**config.mk**
```make
export PLATFORM = sky130hd
export DESIGN_NAME = adc_capture_ctrl_flat
export DESIGN_NICKNAME = d
export VERILOG_FILES = /design/src/rtl/adc_ctrl_pkg.sv /design/src/rtl/adc_capture_ctrl_if.sv /design/src/rtl/adc_trig_detect.sv /design/src/rtl/adc_capture_ctrl.sv /design/src/flat_wrapper.sv
export SDC_FILE = /design/constraint.sdc
export NUM_CORES = 1
export LEC_CHECK = 0
export CAP_MARGIN = 20
export CELL_PAD_IN_SITES_DETAIL_PLACEMENT = 1
export CELL_PAD_IN_SITES_GLOBAL_PLACEMENT = 1
export CORE_ASPECT_RATIO = 1.4
export CORE_MARGIN = 2
export CORE_UTILIZATION = 42
export CTS_BUF_LIST = sky130_fd_sc_hd__clkbuf_8
export DETAILED_ROUTE_END_ITERATION = 12
export PLACE_DENSITY_LB_ADDON = 0.1
export SLEW_MARGIN = 20
export SYNTH_ARGS = -nofsm -noshare
export SYNTH_HDL_FRONTEND = slang
export SYNTH_HIERARCHICAL = 1
export SYNTH_SLANG_ARGS = --single-unit
```
**constraint.sdc**
```tcl
create_clock -name clk -period 6.6 [get_ports clk]
set_input_delay 1.65 -clock clk [delete_from_list [all_inputs] [get_ports clk]]
set_output_delay 1.65 -clock clk [all_outputs]
set_load 0.1 [all_outputs]
```
**src/rtl/adc_ctrl_pkg.sv**
```systemverilog
// rtl/adc_ctrl_pkg.sv - shared state encoding and trigger mode constants for the ADC capture controller
package adc_ctrl_pkg;

    typedef enum logic [1:0] {
        ST_IDLE    = 2'd0,
        ST_ARMED   = 2'd1,
        ST_CAPTURE = 2'd2,
        ST_DONE    = 2'd3
    } state_e;

    localparam logic [1:0] TRIG_IMMEDIATE = 2'd0;
    localparam logic [1:0] TRIG_SOFTWARE  = 2'd1;
    localparam logic [1:0] TRIG_RISING    = 2'd2;
    localparam logic [1:0] TRIG_FALLING   = 2'd3;

endpackage

```
**src/rtl/adc_capture_ctrl_if.sv**
```systemverilog
// rtl/adc_capture_ctrl_if.sv - sample stream in and buffer write port out of the capture controller
interface adc_capture_ctrl_if #(
    parameter int ADDR_W = 10,
    parameter int DATA_W = 14
) ();
    logic [DATA_W-1:0] adc_data;
    logic              adc_valid;
    logic              buf_ready;
    logic              buf_we;
    logic [ADDR_W-1:0] buf_addr;
    logic [DATA_W-1:0] buf_wdata;

    // Controller side: consumes samples, drives buffer writes.
    modport master (
        input  adc_data, adc_valid, buf_ready,
        output buf_we, buf_addr, buf_wdata
    );

    // Environment side: deserializer plus sample buffer.
    modport slave (
        output adc_data, adc_valid, buf_ready,
        input  buf_we, buf_addr, buf_wdata
    );
endinterface

```
**src/rtl/adc_trig_detect.sv**
```systemverilog
// rtl/adc_trig_detect.sv - trigger qualification: immediate, software, rising or falling level crossing
module adc_trig_detect
    import adc_ctrl_pkg::*;
#(
    parameter int DATA_W = 14
) (
    input  logic              clk,
    input  logic              rst,
    input  logic              clr_i,
    input  logic              armed_i,
    input  logic              sw_trig_i,
    input  logic [1:0]        mode_i,
    input  logic [DATA_W-1:0] level_i,
    input  logic [DATA_W-1:0] data_i,
    input  logic              valid_i,
    output logic              trig_o
);

    logic [DATA_W-1:0] prev_q;
    logic              prev_vld_q;
    logic              sw_seen_q;
    logic              prev_below;
    logic              cur_below;
    logic              hit;

    // Track the last valid sample seen while armed and latch a software trigger pulse.
    always_ff @(posedge clk or posedge rst) begin
        if (rst) begin
            prev_q     <= '0;
            prev_vld_q <= 1'b0;
            sw_seen_q  <= 1'b0;
        end else if (clr_i) begin
            prev_vld_q <= 1'b0;
            sw_seen_q  <= 1'b0;
        end else begin
            if (armed_i && valid_i) begin
                prev_q     <= data_i;
                prev_vld_q <= 1'b1;
            end
            if (armed_i && sw_trig_i) begin
                sw_seen_q <= 1'b1;
            end
        end
    end

    // Level crossings need a previous sample captured since arm; mode/level are used live.
    always_comb begin
        prev_below = (prev_q < level_i);
        cur_below  = (data_i < level_i);
        hit        = 1'b0;
        case (mode_i)
            TRIG_IMMEDIATE: hit = 1'b1;
            TRIG_SOFTWARE:  hit = sw_trig_i | sw_seen_q;
            TRIG_RISING:    hit = prev_vld_q & prev_below & ~cur_below;
            TRIG_FALLING:   hit = prev_vld_q & ~prev_below & cur_below;
            default:        hit = 1'b0;
        endcase
        trig_o = armed_i & valid_i & hit;
    end

endmodule

```
**src/rtl/adc_capture_ctrl.sv**
```systemverilog
// rtl/adc_capture_ctrl.sv - arm/trigger/capture sequencer writing ADC samples into the sample buffer
module adc_capture_ctrl
    import adc_ctrl_pkg::*;
#(
    parameter int ADDR_W = 10,
    parameter int DATA_W = 14
) (
    input  logic                 clk,
    input  logic                 rst,
    input  logic                 cfg_arm,
    input  logic                 cfg_abort,
    input  logic [1:0]           cfg_trig_mode,
    input  logic                 cfg_sw_trig,
    input  logic [DATA_W-1:0]    cfg_level,
    input  logic [ADDR_W-1:0]    cfg_len,
    adc_capture_ctrl_if.master   bus,
    output logic                 sts_armed,
    output logic                 sts_busy,
    output logic                 sts_done,
    output logic                 sts_overrun,
    output logic [ADDR_W:0]      sts_count,
    output logic                 irq
);

    localparam logic [ADDR_W:0] FULL_LEN = {1'b1, {ADDR_W{1'b0}}};

    state_e            state_q;
    logic [ADDR_W:0]   count_q;
    logic [ADDR_W:0]   len_q;
    logic [ADDR_W:0]   count_inc;
    logic [ADDR_W:0]   eff_len;
    logic              buf_we_q;
    logic [ADDR_W-1:0] buf_addr_q;
    logic [DATA_W-1:0] buf_wdata_q;
    logic              done_q;
    logic              overrun_q;
    logic              irq_q;
    logic              arm_ok;
    logic              trig;
    logic              in_window;
    logic              accept;
    logic              drop;

    // Abort outranks arm, and arm only restarts from IDLE or DONE.
    always_comb begin
        arm_ok    = cfg_arm & ~cfg_abort & ((state_q == ST_IDLE) | (state_q == ST_DONE));
        eff_len   = (cfg_len == '0) ? FULL_LEN : {1'b0, cfg_len};
        count_inc = count_q + 1'b1;
        in_window = ((state_q == ST_ARMED) & trig) | ((state_q == ST_CAPTURE) & bus.adc_valid);
        accept    = in_window & bus.buf_ready & ~cfg_abort;
        drop      = in_window & ~bus.buf_ready & ~cfg_abort;
    end

    adc_trig_detect #(.DATA_W(DATA_W)) u_trig (
        .clk       (clk),
        .rst       (rst),
        .clr_i     (arm_ok),
        .armed_i   (state_q == ST_ARMED),
        .sw_trig_i (cfg_sw_trig),
        .mode_i    (cfg_trig_mode),
        .level_i   (cfg_level),
        .data_i    (bus.adc_data),
        .valid_i   (bus.adc_valid),
        .trig_o    (trig)
    );

    // Sequencer, write register stage and sticky status; a completing write overrides the CAPTURE entry.
    always_ff @(posedge clk or posedge rst) begin
        if (rst) begin
            state_q     <= ST_IDLE;
            count_q     <= '0;
            len_q       <= '0;
            buf_we_q    <= 1'b0;
            buf_addr_q  <= '0;
            buf_wdata_q <= '0;
            done_q      <= 1'b0;
            overrun_q   <= 1'b0;
            irq_q       <= 1'b0;
        end else begin
            buf_we_q <= 1'b0;
            irq_q    <= 1'b0;
            if (cfg_abort) begin
                state_q <= ST_IDLE;
            end else begin
                case (state_q)
                    ST_IDLE, ST_DONE: begin
                        if (arm_ok) begin
                            state_q   <= ST_ARMED;
                            done_q    <= 1'b0;
                            overrun_q <= 1'b0;
                            count_q   <= '0;
                            len_q     <= eff_len;
                        end
                    end
                    ST_ARMED: begin
                        if (trig) begin
                            state_q <= ST_CAPTURE;
                        end
                    end
                    ST_CAPTURE: begin
                        state_q <= ST_CAPTURE;
                    end
                    default: state_q <= ST_IDLE;
                endcase
                if (accept) begin
                    buf_we_q    <= 1'b1;
                    buf_addr_q  <= count_q[ADDR_W-1:0];
                    buf_wdata_q <= bus.adc_data;
                    count_q     <= count_inc;
                    if (count_inc == len_q) begin
                        state_q <= ST_DONE;
                        done_q  <= 1'b1;
                        irq_q   <= 1'b1;
                    end
                end
                if (drop) begin
                    overrun_q <= 1'b1;
                end
            end
        end
    end

    assign bus.buf_we    = buf_we_q;
    assign bus.buf_addr  = buf_addr_q;
    assign bus.buf_wdata = buf_wdata_q;
    assign sts_armed     = (state_q == ST_ARMED);
    assign sts_busy      = (state_q == ST_ARMED) | (state_q == ST_CAPTURE);
    assign sts_done      = done_q;
    assign sts_overrun   = overrun_q;
    assign sts_count     = count_q;
    assign irq           = irq_q;

endmodule

```
**src/flat_wrapper.sv**
```systemverilog
// flat-port wrapper written by rule: the top's interface ports become plain ports
module adc_capture_ctrl_flat import adc_ctrl_pkg::*;
#(
    parameter int ADDR_W = 10,
    parameter int DATA_W = 14
)
  (clk, rst, cfg_arm, cfg_abort, cfg_trig_mode, cfg_sw_trig, cfg_level, cfg_len, sts_armed, sts_busy, sts_done, sts_overrun, sts_count, irq, bus_adc_data, bus_adc_valid, bus_buf_ready, bus_buf_we, bus_buf_addr, bus_buf_wdata);
  adc_capture_ctrl_if #(.ADDR_W(ADDR_W), .DATA_W(DATA_W)) bus_i ();
  input  logic clk;
  input  logic rst;
  input  logic cfg_arm;
  input  logic cfg_abort;
  input  logic [1:0] cfg_trig_mode;
  input  logic cfg_sw_trig;
  input  logic [DATA_W-1:0] cfg_level;
  input  logic [ADDR_W-1:0] cfg_len;
  output logic sts_armed;
  output logic sts_busy;
  output logic sts_done;
  output logic sts_overrun;
  output logic [ADDR_W:0] sts_count;
  output logic irq;
  input wire logic [$bits(bus_i.adc_data)-1:0] bus_adc_data;
  input wire logic [$bits(bus_i.adc_valid)-1:0] bus_adc_valid;
  input wire logic [$bits(bus_i.buf_ready)-1:0] bus_buf_ready;
  output wire logic [$bits(bus_i.buf_we)-1:0] bus_buf_we;
  output wire logic [$bits(bus_i.buf_addr)-1:0] bus_buf_addr;
  output wire logic [$bits(bus_i.buf_wdata)-1:0] bus_buf_wdata;
  assign bus_i.adc_data = bus_adc_data;
  assign bus_i.adc_valid = bus_adc_valid;
  assign bus_i.buf_ready = bus_buf_ready;
  assign bus_buf_we = bus_i.buf_we;
  assign bus_buf_addr = bus_i.buf_addr;
  assign bus_buf_wdata = bus_i.buf_wdata;
  adc_capture_ctrl #(.ADDR_W(ADDR_W), .DATA_W(DATA_W)) u_core (.clk(clk), .rst(rst), .cfg_arm(cfg_arm), .cfg_abort(cfg_abort), .cfg_trig_mode(cfg_trig_mode), .cfg_sw_trig(cfg_sw_trig), .cfg_level(cfg_level), .cfg_len(cfg_len), .bus(bus_i), .sts_armed(sts_armed), .sts_busy(sts_busy), .sts_done(sts_done), .sts_overrun(sts_overrun), .sts_count(sts_count), .irq(irq));
endmodule
```
==> flow_summary.ini <==
[timing]
tns_ns = 0
hold_viol_final = 0
max_slew_margin = 0.3285
finalSetupViolCount = 0
grt_setup_unrepaired = no
fmax_mhz = 195.2
slew_violations = 0
tightest_slew_ns = 1.004
period_needed_ns = 5.123
fin_crit_sh = 0.7762
finClkSkew_ns = 0.01396

[finish]
diodes = 0
layout_commonest_cell = nand2_1
final_cell_mix = nand2_1, clkdlybuf4s50_1, dfrtp_1
layout-drive-gt1-share = 0.07661
nFillCells = 993
fin_nets = 567
areaGrowthSynthToFinish_pct = 31.69
final_area_um2 = 4841

[clock_network]
post_cts_buffers = 0
numClockSinks = 68
cts_buffers = 9
clockBufferDepth = 2
cts_tree = built
htreeDepth = 3
clk_latency_ns = 0.37
cts_root_buffer = clkbuf_8
cts_resized = 0
clk_pin_slew_ns = 0.08
cts_hold_buf = 0

[min_path]
min_to = u_core/bus.buf_addr[9]
min_path_type = flip-flop to flip-flop
holdCritStartpoint = u_core/bus.buf_addr[9]
min_path_cells = 2

[floorplan]
io_pins = 88
core_area_um2 = 8558
rows = 40
initial_core_util = 0.4295
die_w_um = 83.07
die_y_um = 114.7
dieArea_um2 = 9527

[yosys]
yosys_warnings = 6
synth_fp_nets = 480
synth.top_cell.area_share = 0.4629
yosysTopAreaCell = dfrtp_1
synth_area_um2 = 3676
ys.flop_type = dfrtp_1
synth.area.top_cells = dfrtp_1, nand2_1, ha_1
postSynthAreaPerCell_um2 = 9.099
synth_seq_cells = 68
synth-async-reset-ratio = 1.000
postSynthCellCount = 404
synth_edf_count = 0
seq_area_frac_synth = 0.4629
ys_types = 42

[detailed_routing]
routed_wl_um = 10440
viasPerCell = 5.303
drt-wirelength-per-cell_um = 17.37
drtIter0Drc = 147
drc = 0
first_pass_iters = 4
antenna_left = 0
vias = 3187

[setup_path]
r2r_cells = 14
critPathSlowestCell = nor2_1
rr_endpoint = u_core/sts_count[9]
r2r_slack_ns = 2.90
worstSetupStartpointType = primary input
critPathMaxStageDelay_ns = 0.51
cp.arrival_ns = 5.39
path_buf_inv = 3
crit_path_end_kind = flip-flop
crit_chain = clkdlybuf4s50_1, inv_1, ha_1, and2_4, a221o_1, a211oi_1, nor2_1, and3_1, a311o_1, a22oi_1, nor2_1, nand2_1, clkinv_1, nor2_1, o21ai_0, o31ai_1
cpMostUsedCell = nor2_1
required_ns = 6.87
cp_max_fo = 9
crit_type = primary input to flip-flop
timing.rr.start = u_core/u_trig/prev_q[12]
crit_cells = 16
cpLargestDelayFamily = compound AO/OA/AOI/OAI gates

[place]
dp.final_hpwl_um = 7796
placed_area_um2 = 4638
port_buffers = 87
gp_congestion = 0.8771

[power_and_ir_drop]
peakVddDrop_mv = 0.1449
p_per_area_nw_per_um2 = 250.7
leakagePower_nw = 2.327

[global_route]
grt_pass1_vias = 3609
grt_pass1_wl_um = 17710
grt_use_total = 0.2388
grt_start_max_net_pins = 53
grt-ovfl-total = 0
antenna_found_initial = 0

[outcome]
status = finished, final reports clean

[flow_run]
cap_violations = 0
## sequential cells by signal, summed over array words and instances, names as in the netlist, 2 cells and up
| signal | cells |
|---|---|
| u_core/bus.buf_addr | 10 |
| u_core/bus.buf_wdata | 14 |
| u_core/len_q | 11 |
| u_core/state_q | 2 |
| u_core/sts_count | 11 |
| u_core/u_trig/prev_q | 14 |
## Yosys cell counts (2+ instances only)
library cell,n
o21ai_0,24
nor3_1,2
nor4_1,2
buf_2,2
or2_2,2
o31ai_1,3
clkbuf_1,10
and3_1,4
mux2_2,14
dfrtp_1,68
inv_1,23
nor2_1,20
nand4_1,6
and4_1,2
a22oi_1,2
nand3_1,9
buf_4,2
a21oi_1,14
o311ai_0,2
xnor2_1,9
a2111oi_2,2
nor2b_1,4
ha_1,29
nand2_1,120
a211oi_1,3
and2_1,3
a21o_1,2
xor2_1,5
a31oi_1,3
## tightest hold or removal path, stage by stage (launching register included)
cell and delay, ns:
dfrtp_1 0.35, nand2_1 0.05, nand2_1 0.05
## worst max-delay path by stage
stage / from / end / slack [ns]
after floorplan: cfg_level[12] / u_core/state_q[0] / 1.98
after global placement: cfg_level[12] / u_core/sts_count[4] / 1.37
after detailed placement: cfg_level[11] / u_core/sts_count[9] / 1.15
after CTS: cfg_level[11] / u_core/sts_count[9] / 1.55
after global routing: cfg_level[12] / u_core/sts_count[9] / 1.24
final: cfg_level[12] / u_core/sts_count[9] / 1.48
## cell type report
type,count,area [um2],share of cell area
clock inverter,5,51.30,0.01060
clock buffer,11,151.4,0.03127
multi-input combinational,298,1822,0.3763
sequential,68,1702,0.3515
timing repair buffer,90,893.4,0.1845
tap,105,131.4,0.02714
inverter,24,90.09,0.01861
## layer usage
| layer | GRT usage | wire, um | vias up |
|---|---|---|---|
| met2 | 0.4500 | 5768 | 70 |
| met1 | 0.2492 | 4007 | 1562 |
| met3 | 0.04110 | 285 | 22 |
| met5 | 0 | 0 | - |
| li1 | - | - | 1533 |
| met4 | 0.1333 | 377 | 0 |
## kinds of logic (layout without fill, tap and decap cells)
logic type / count (synthesis) / after routing / synth area share
DFF: 68 / 68 / 0.4629
adders and majority gates: 29 / 29 / 0.09871
AOI/OAI and AO/OA: 60 / 60 / 0.1028
buffers and inverters: 38 / 130 / 0.04152
and+or+nand+nor: 179 / 179 / 0.2086
xor gates and xnor gates: 15 / 15 / 0.03982
muxes: 15 / 15 / 0.04561
## through the flow
| stage | setup WS, ns | utilization | instances | hold WS [ns] | total power, W |
|---|---|---|---|---|---|
| after global placement | 1.374 | 0.5420 | 585 | 0.4582 | 0.0008414 |
| after floorplan | 1.976 | - | 404 | 0.4475 | 0.0007444 |
| after global routing | 1.242 | 0.5656 | 601 | 0.5138 | 0.001273 |
| final | 1.477 | 0.5656 | 601 | 0.4791 | 0.001214 |
| after CTS | 1.545 | 0.5656 | 601 | 0.4822 | 0.001228 |
| after detailed placement | 1.148 | 0.5420 | 585 | 0.4627 | 0.0008577 |
## power by group
group	switching [W]	internal (W)	total [W]
Sequential	0.0000346	0.000469	0.000504
Combinational	0.000212	0.000132	0.000344
Clock	0.000173	0.000193	0.000366
Total	0.000420	0.000794	0.00121
No activity file was read; power rests on OpenSTA's default activity.
